### src/rtl/err_detect.sv
// err_detect: timing-error detector comparing main-flop data against origin/leading shadow samples.
// Each channel filters mismatches over a shared window and raises a registered error flag
// that the phase-select FSM samples on negedge clk. Per-channel event counters saturate.
// Ports:
//   clk, rst            clock (posedge) and asynchronous active-high reset
//   in_valid            d_* inputs valid this cycle
//   d_main              main flop data
//   d_origin            shadow sample, origin phase
//   d_leading           shadow sample, leading phase
//   clr                 synchronous clear of counters and channel FSMs
//   error_origin        filtered origin-phase error
//   error_leading       filtered leading-phase error
//   err_cnt_origin      origin error events, saturating
//   err_cnt_leading     leading error events, saturating
module err_detect #(
    parameter int DW     = 8,
    parameter int THRESH = 2,
    parameter int WINDOW = 16,
    parameter int HOLD   = 4,
    parameter int CNT_W  = 8
) (
    input  logic             clk,
    input  logic             rst,
    input  logic             in_valid,
    input  logic [DW-1:0]    d_main,
    input  logic [DW-1:0]    d_origin,
    input  logic [DW-1:0]    d_leading,
    input  logic             clr,
    output logic             error_origin,
    output logic             error_leading,
    output logic [CNT_W-1:0] err_cnt_origin,
    output logic [CNT_W-1:0] err_cnt_leading
);
    localparam int WW = $clog2(WINDOW);
    localparam int TW = $clog2(THRESH + 1);
    localparam int HW = $clog2(HOLD + 1);

    typedef enum logic [1:0] {IDLE, COUNT, FLAG} state_t;

    logic [WW-1:0]    r_win;
    logic             w_wrap;
    logic [DW-1:0]    w_shadow [2];
    logic [1:0]       w_err;
    logic [CNT_W-1:0] w_cnt [2];

    assign w_wrap      = r_win == WW'(WINDOW - 1);
    assign w_shadow[0] = d_origin;
    assign w_shadow[1] = d_leading;

    // window counter is deliberately untouched by clr
    always_ff @(posedge clk or posedge rst) begin
        if (rst)
            r_win <= '0;
        else
            r_win <= w_wrap ? '0 : r_win + 1'b1;
    end

    for (genvar c = 0; c < 2; c++) begin : g_ch
        state_t           r_state;
        logic             r_mis;
        logic             r_err;
        logic [TW-1:0]    r_hit;
        logic [HW-1:0]    r_hold;
        logic [CNT_W-1:0] r_cnt;
        logic             w_to_flag;

        // hit is 0 in IDLE, so this also covers THRESH==1 straight from IDLE
        assign w_to_flag = r_mis && r_state != FLAG && r_hit == TW'(THRESH - 1);

        always_ff @(posedge clk or posedge rst) begin
            if (rst) begin
                r_mis   <= 1'b0;
                r_state <= IDLE;
                r_err   <= 1'b0;
                r_hit   <= '0;
                r_hold  <= '0;
                r_cnt   <= '0;
            end else begin
                r_mis <= in_valid & |(d_main ^ w_shadow[c]);
                if (clr) begin
                    r_state <= IDLE;
                    r_err   <= 1'b0;
                    r_hit   <= '0;
                    r_hold  <= '0;
                    r_cnt   <= '0;
                end else if (r_state == FLAG) begin
                    // a mismatch while flagged extends the hold, ignoring the window
                    if (r_mis)
                        r_hold <= '0;
                    else if (r_hold == HW'(HOLD - 1)) begin
                        r_state <= IDLE;
                        r_err   <= 1'b0;
                        r_hit   <= '0;
                    end else
                        r_hold <= r_hold + 1'b1;
                end else if (w_to_flag) begin
                    r_state <= FLAG;
                    r_err   <= 1'b1;
                    r_hit   <= '0;
                    r_hold  <= '0;
                    r_cnt   <= &r_cnt ? r_cnt : r_cnt + 1'b1;
                end else if (r_state == COUNT && w_wrap) begin
                    // a mismatch on the wrap cycle that misses the threshold is dropped
                    r_state <= IDLE;
                    r_hit   <= '0;
                end else if (r_mis) begin
                    r_state <= COUNT;
                    r_hit   <= r_hit + 1'b1;
                end
            end
        end

        assign w_err[c] = r_err;
        assign w_cnt[c] = r_cnt;
    end

    assign error_origin    = w_err[0];
    assign error_leading   = w_err[1];
    assign err_cnt_origin  = w_cnt[0];
    assign err_cnt_leading = w_cnt[1];
endmodule

### config.mk
export PLATFORM = sky130hd
export DESIGN_NAME = err_detect
export DESIGN_NICKNAME = d
export VERILOG_FILES = /design/src/rtl/err_detect.sv
export SDC_FILE = /design/constraint.sdc
export NUM_CORES = 1
export LEC_CHECK = 0
export ABC_AREA = 1
export CAP_MARGIN = 0
export CORE_MARGIN = 5
export CORE_UTILIZATION = 52
export CTS_CLUSTER_DIAMETER = 60
export DETAILED_ROUTE_END_ITERATION = 6
export GPL_ROUTABILITY_DRIVEN = 0
export HOLD_SLACK_MARGIN = 0.15
export PLACE_DENSITY = 0.84
export SYNTH_ARGS = -nofsm -noshare
export SYNTH_HDL_FRONTEND = slang
export SYNTH_SLANG_ARGS = --single-unit
### constraint.sdc
create_clock -name clk -period 2 [get_ports clk]
set_clock_uncertainty 0.05 [all_clocks]
set_input_delay 0.4 -clock clk [delete_from_list [all_inputs] [get_ports clk]]
set_output_delay 0.4 -clock clk [all_outputs]
set_load 0.05 [all_outputs]
**After elaboration in Yosys (flattened, before gate mapping)**

Cells that the tools add are included.

- Register bits: 38
- Bits of input ports: 28
- Output and inout port bits: 18
- Word-level logic and storage cells: 122

- $add $sub $neg: 7
- Equal/unequal tests: 21
- Muxes and demuxes: 53
- Bitwise logic cells: 4
- Reductions and logical operators: 24

Operator list:

| kind | count |
|---|---|
| two-way mux 8 bit | 8 |
| two-way mux 2 bit | 24 |
| two-way mux 3 bit | 10 |
| AND reduction 3 bit | 6 |
| adder 8 x 1 -> 8 bit (second input constant) | 2 |
| AND reduction 8 bit | 2 |
| OR reduction 8 bit | 2 |
| bitwise XOR 8 bit | 2 |
| != test 2 bit (second input constant) | 6 |
| two-way mux 1 bit | 10 |
| nonzero test 5 bit | 2 |
| == test 2 x 1 -> 1 bit (second input constant) | 4 |
| != test 4 bit (second input constant) | 2 |
| adder 3 x 1 -> 3 bit (second input constant) | 2 |
| == test 3 x 2 -> 1 bit (second input constant) | 2 |
| logical AND 1 bit | 6 |
| != test 3 x 2 -> 1 bit (second input constant) | 2 |
| != test 3 bit (second input constant) | 2 |
| nonzero test 3 bit | 2 |
| adder 2 x 1 -> 2 bit (second input constant) | 2 |
| adder 4 x 1 -> 4 bit (second input constant) | 1 |
| == test 2 bit (second input constant) | 2 |
| == test 4 bit (second input constant) | 1 |
| two-way mux 4 bit | 1 |
| other kinds (3) | 6 |

**Logic depth before layout (Yosys ltp)**

- Depth after elaboration: 6
- Mapped depth: 10

**Least setup slack after synthesis**

Ideal clock, no wire load.

- Path type: flip-flop to flip-flop
- Start: reg g_ch[0].r_cnt[0] (netlist: err_cnt_origin[0])
- End: reg g_ch[0].r_cnt[2] (netlist: err_cnt_origin[2])
- Setup time: 74 ps
- Arrival time: 1,667 ps
- Slack: 209 ps
- Cell stages (with the launch flop): 9
- Clock period less this slack: 1,791 ps
- Path through: dfrtp_1 > ha_1 > nand2_2 > nor2_4 > nand3_4 > nand2_4 > buf_8 > nand2_1 > o21ai_2

- Word-level cells in the longest chain between the ends: 5
- Elaborated cells between the ends (all ways): 8
- Those cells by class: 1 x add/sub; 1 x eq/ne; 4 x mux; 2 x reduce/logical

RTL lines:

| element | line | RTL |
|---|---|---|
| start, declared | 64 | `logic [CNT_W-1:0] r_cnt;` |
| start signal, assigned | 101 | `r_cnt <= &r_cnt ? r_cnt : r_cnt + 1'b1;` |
| adder 8 x 1 -> 8 bit | 101 |  |
| two-way mux 8 bit | 101 |  |
| two-way mux 8 bit | 96 | `end else if (w_to_flag) begin` |
| two-way mux 8 bit | 86 | `end else if (r_state == FLAG) begin` |
| two-way mux 8 bit | 80 | `if (clr) begin` |

Several ways; a longest one is shown, not always the timed one. The select of a mux whose other input is x is not followed.
A chain may end at the register's enable or synchronous reset.

**Worst setup path after layout**

- Start: reg g_ch[0].r_cnt[4] (netlist: err_cnt_origin[4])
- End: out err_cnt_origin[4]

RTL lines:

| element | line | RTL |
|---|---|---|
| end, declared | 31 | `output logic [CNT_W-1:0] err_cnt_origin,` |

No word-level cell between the ends.

==> metrics.md <==
| Metric | Value |
|---|---|
| Crit path max-delay family | buffers and inverters |
| Routed wire length | 4640 um |
| Skew-Pair Late Insertion Delay | 0.28 ns |
| Switching portion of total power | 0.3175 |
| Port Buffer Count | 45 |
| Logic pwr share | 0.250 |
| DP Area | 2831 um^2 |
| Via count | 2,078 |
| Final Hold Viols | 0 |
| Initial Util | 0.5411 |
| Area Overhead vs Synth | 24.00% |
| HPWL Detailed | 3613 um |
| Ports | 46 |
| First DRT Iteration DRCs | 64 |
| Clk pwr share | 0.303 |
| Nets | 406 |
| Yosys cell types | 28 |
| Number of remaining DRC errors | 0 |
| Cell-internal power | 1.371 mW |
| CTS Root Cell | clkbuf_8 |
| Antenna Violating Nets Remaining | 0 |
| Vias/cell | 4.924 |
| DIE HEIGHT | 77.55 um |
| Pwr/cell area | 683.1 nW/um^2 |
| GRT Total Usage | 0.1594 |
| RSZ-0062 raised after global routing | no |
| Initial antenna violation count | 0 |
| GRT overflow | 0 |
| Stages on the worst setup path | 1 |
| Layout cell share with drive strength beyond 1 | 0.1189 |
| Cell Rows | 24 |
| Critical Path AT | 1.50 ns |
| Leak | 1.522 nW |
| Final period utilization | 0.9757 |
| Final WS setup | 0.04850 ns |
| PostCTS Resize Cnt | 0 |
| CP Capture Type | output port |
| #FFs+latches synth | 38 |
| Slew headroom | 0.6607 |
| Worst EP required | 1.55 ns |
| Worst-path clk slew | 0.07 ns |
| Post-Syn Instances | 319 |
| Max FO, Critical Path | 4 |
| Critical path type | reg2out |
| CP max stage delay | 0.82 ns |
| Maximum clock path buffer count | 2 |
| Diodes inserted | 0 |
| Worst Path Buf+Inv | 1 |
| Avg WL per Cell | 11.00 um |
| Die area | 6013 um^2 |
| Syn avg cell area | 7.437 um^2 |
| Hold-fix buffers, CTS | 0 |
| Post-synthesis cell area | 2372 um^2 |
| Sequential share of the synthesized area | 0.4008 |
| Dpl ws | 0.1643 ns |
| Setup repair bufs after CTS | 0 |
| Status | completed |
| Fin crit period | 1.951 ns |
| Most frequent cells in the layout | 100 x nand2_1, 43 x inv_1, 38 x dfrtp_1 |
| WHS Path Cells | 2 |
| Final setup fails | 0 |
| Ys Warns | 0 |
| FF-to-FF path depth | 8 |
| Worst vdd ir | 0.5091 mV |
| MaxCap Viol Count | 0 |
| Slew Viols, Final | 0 |
| Setup TNS | 0 ns |
| Syn Nets | 356 |
| Commonest non-fill, non-tap cell in the layout | nand2_1 |
| H-tree Lvls | 2 |
| Number of CTS-inserted buffers | 5 |
| Slew of the pin with the lowest slew margin | 0.5073 ns |
| Core box area | 4384 um^2 |
| Switch Pwr | 0.6379 mW |
| Largest net degree at the start of global routing | 39 |
| First-pass GRT wire length | 8079 um |
| CP Launch Type | register |
| CTS tree | built |
| Achievable Freq | 0.5124 GHz |
| Vias in the first global route | 1,944 |
| Post-route cell area | 2942 um^2 |
| HP Class | reg2reg |
| Seq pwr share | 0.447 |
| Detailed Routing Iterations Pass 1 | 4 |
| Clock sinks | 38 |
| Cells along the critical path | clkdlybuf4s50_1 |
| Die X-Extent | 77.55 um |
| Slowest cell on crit path | clkdlybuf4s50_1 |
## path summary, 6_finish.rpt
kind	from	end	slack, ns
min in group asynchronous	rst	err_cnt_leading[3]	0.48
max in group asynchronous	rst	error_leading	1.09
worst min-delay path	error_origin	error_origin	0.42
worst max register to register	r_win[0]	g_ch[1].r_state[0]	0.47
worst max-delay path	err_cnt_origin[4]	err_cnt_origin[4]	0.05
worst min register to register	error_origin	error_origin	0.42
## cell usage after synthesis
| cell type | count | area share |
|---|---|---|
| nand2_2 | 6 | 0.016 |
| clkinv_1 | 1 | 0.0016 |
| buf_4 | 2 | 0.0063 |
| o21ai_0 | 7 | 0.015 |
| nand3_1 | 25 | 0.053 |
| a21oi_1 | 2 | 0.0042 |
| ha_1 | 9 | 0.047 |
| a31oi_1 | 1 | 0.0026 |
| nand3_4 | 1 | 0.0074 |
| nor3_1 | 1 | 0.0021 |
| buf_6 | 1 | 0.0047 |
| o21ai_2 | 6 | 0.022 |
| or2_2 | 2 | 0.0053 |
| nor2_1 | 36 | 0.057 |
| nand4_1 | 5 | 0.013 |
| dfrtp_1 | 38 | 0.40 |
| xor2_1 | 15 | 0.055 |
| nand2_1 | 100 | 0.16 |
| nor2_4 | 3 | 0.014 |
| nand3_2 | 1 | 0.0042 |
| inv_1 | 43 | 0.068 |
| inv_2 | 1 | 0.0016 |
| inv_4 | 1 | 0.0026 |
| buf_8 | 1 | 0.0063 |
| nand2_4 | 1 | 0.0047 |
| o21ai_1 | 5 | 0.011 |
| o21bai_1 | 4 | 0.013 |
| nand3b_1 | 1 | 0.0032 |
## registers in the layout, indices dropped and copies added (netlist names)
register	flops
error_leading	1
r_win	4
g_ch.r_hold	6
g_ch.r_hit	4
err_cnt_leading	8
error_origin	1
g_ch.r_mis	2
g_ch.r_state	4
err_cnt_origin	8
## logic make-up after synthesis
kind of cell,count (synthesis),share of synthesized area
AOI/OAI and AO/OA,25,0.06698
xor gates and xnor gates,15,0.05538
adders and majority gates,9,0.04747
buffers and inverters,50,0.09124
DFF,38,0.4008
and+or+nand+nor,182,0.3381
## power groups by stage
stage	Clock, mW	Combinational [mW]	Sequential [mW]
after detailed placement	0	0.503	0.913
after floorplan	0	0.285	0.982
after CTS	0.620	0.509	0.898
after global placement	0	0.494	0.911
final	0.608	0.502	0.899
after global routing	0.646	0.567	0.912
## final cells by class
class	instances	area (um^2)
inverters	46	175.2
multi-input cells	231	1205
fillers	384	1443
clock buffers	8	110.1
flip-flops and latches	38	950.9
well taps	52	65.06
repair buffers	47	435.4
## through the flow
stage	hold slack [ns]	instances	power (mW)	utilization
finish	0.4232	422	2.009	0.6709
global route	0.4562	422	2.125	0.6709
CTS	0.4297	422	2.027	0.6709
detailed placement	0.4117	414	1.417	0.6458
global placement	0.4082	414	1.405	0.6458
floorplan	0.3994	319	1.267	-
## routing by layer
layer,GRT usage,vias up,share of wire
met5,0,-,0
met4,0.04639,0,0.012
met3,0.03472,7,0.048
met2,0.2803,41,0.51
met1,0.1956,939,0.43
li1,-,1091,-
Power figures use the tool's default switching activity.
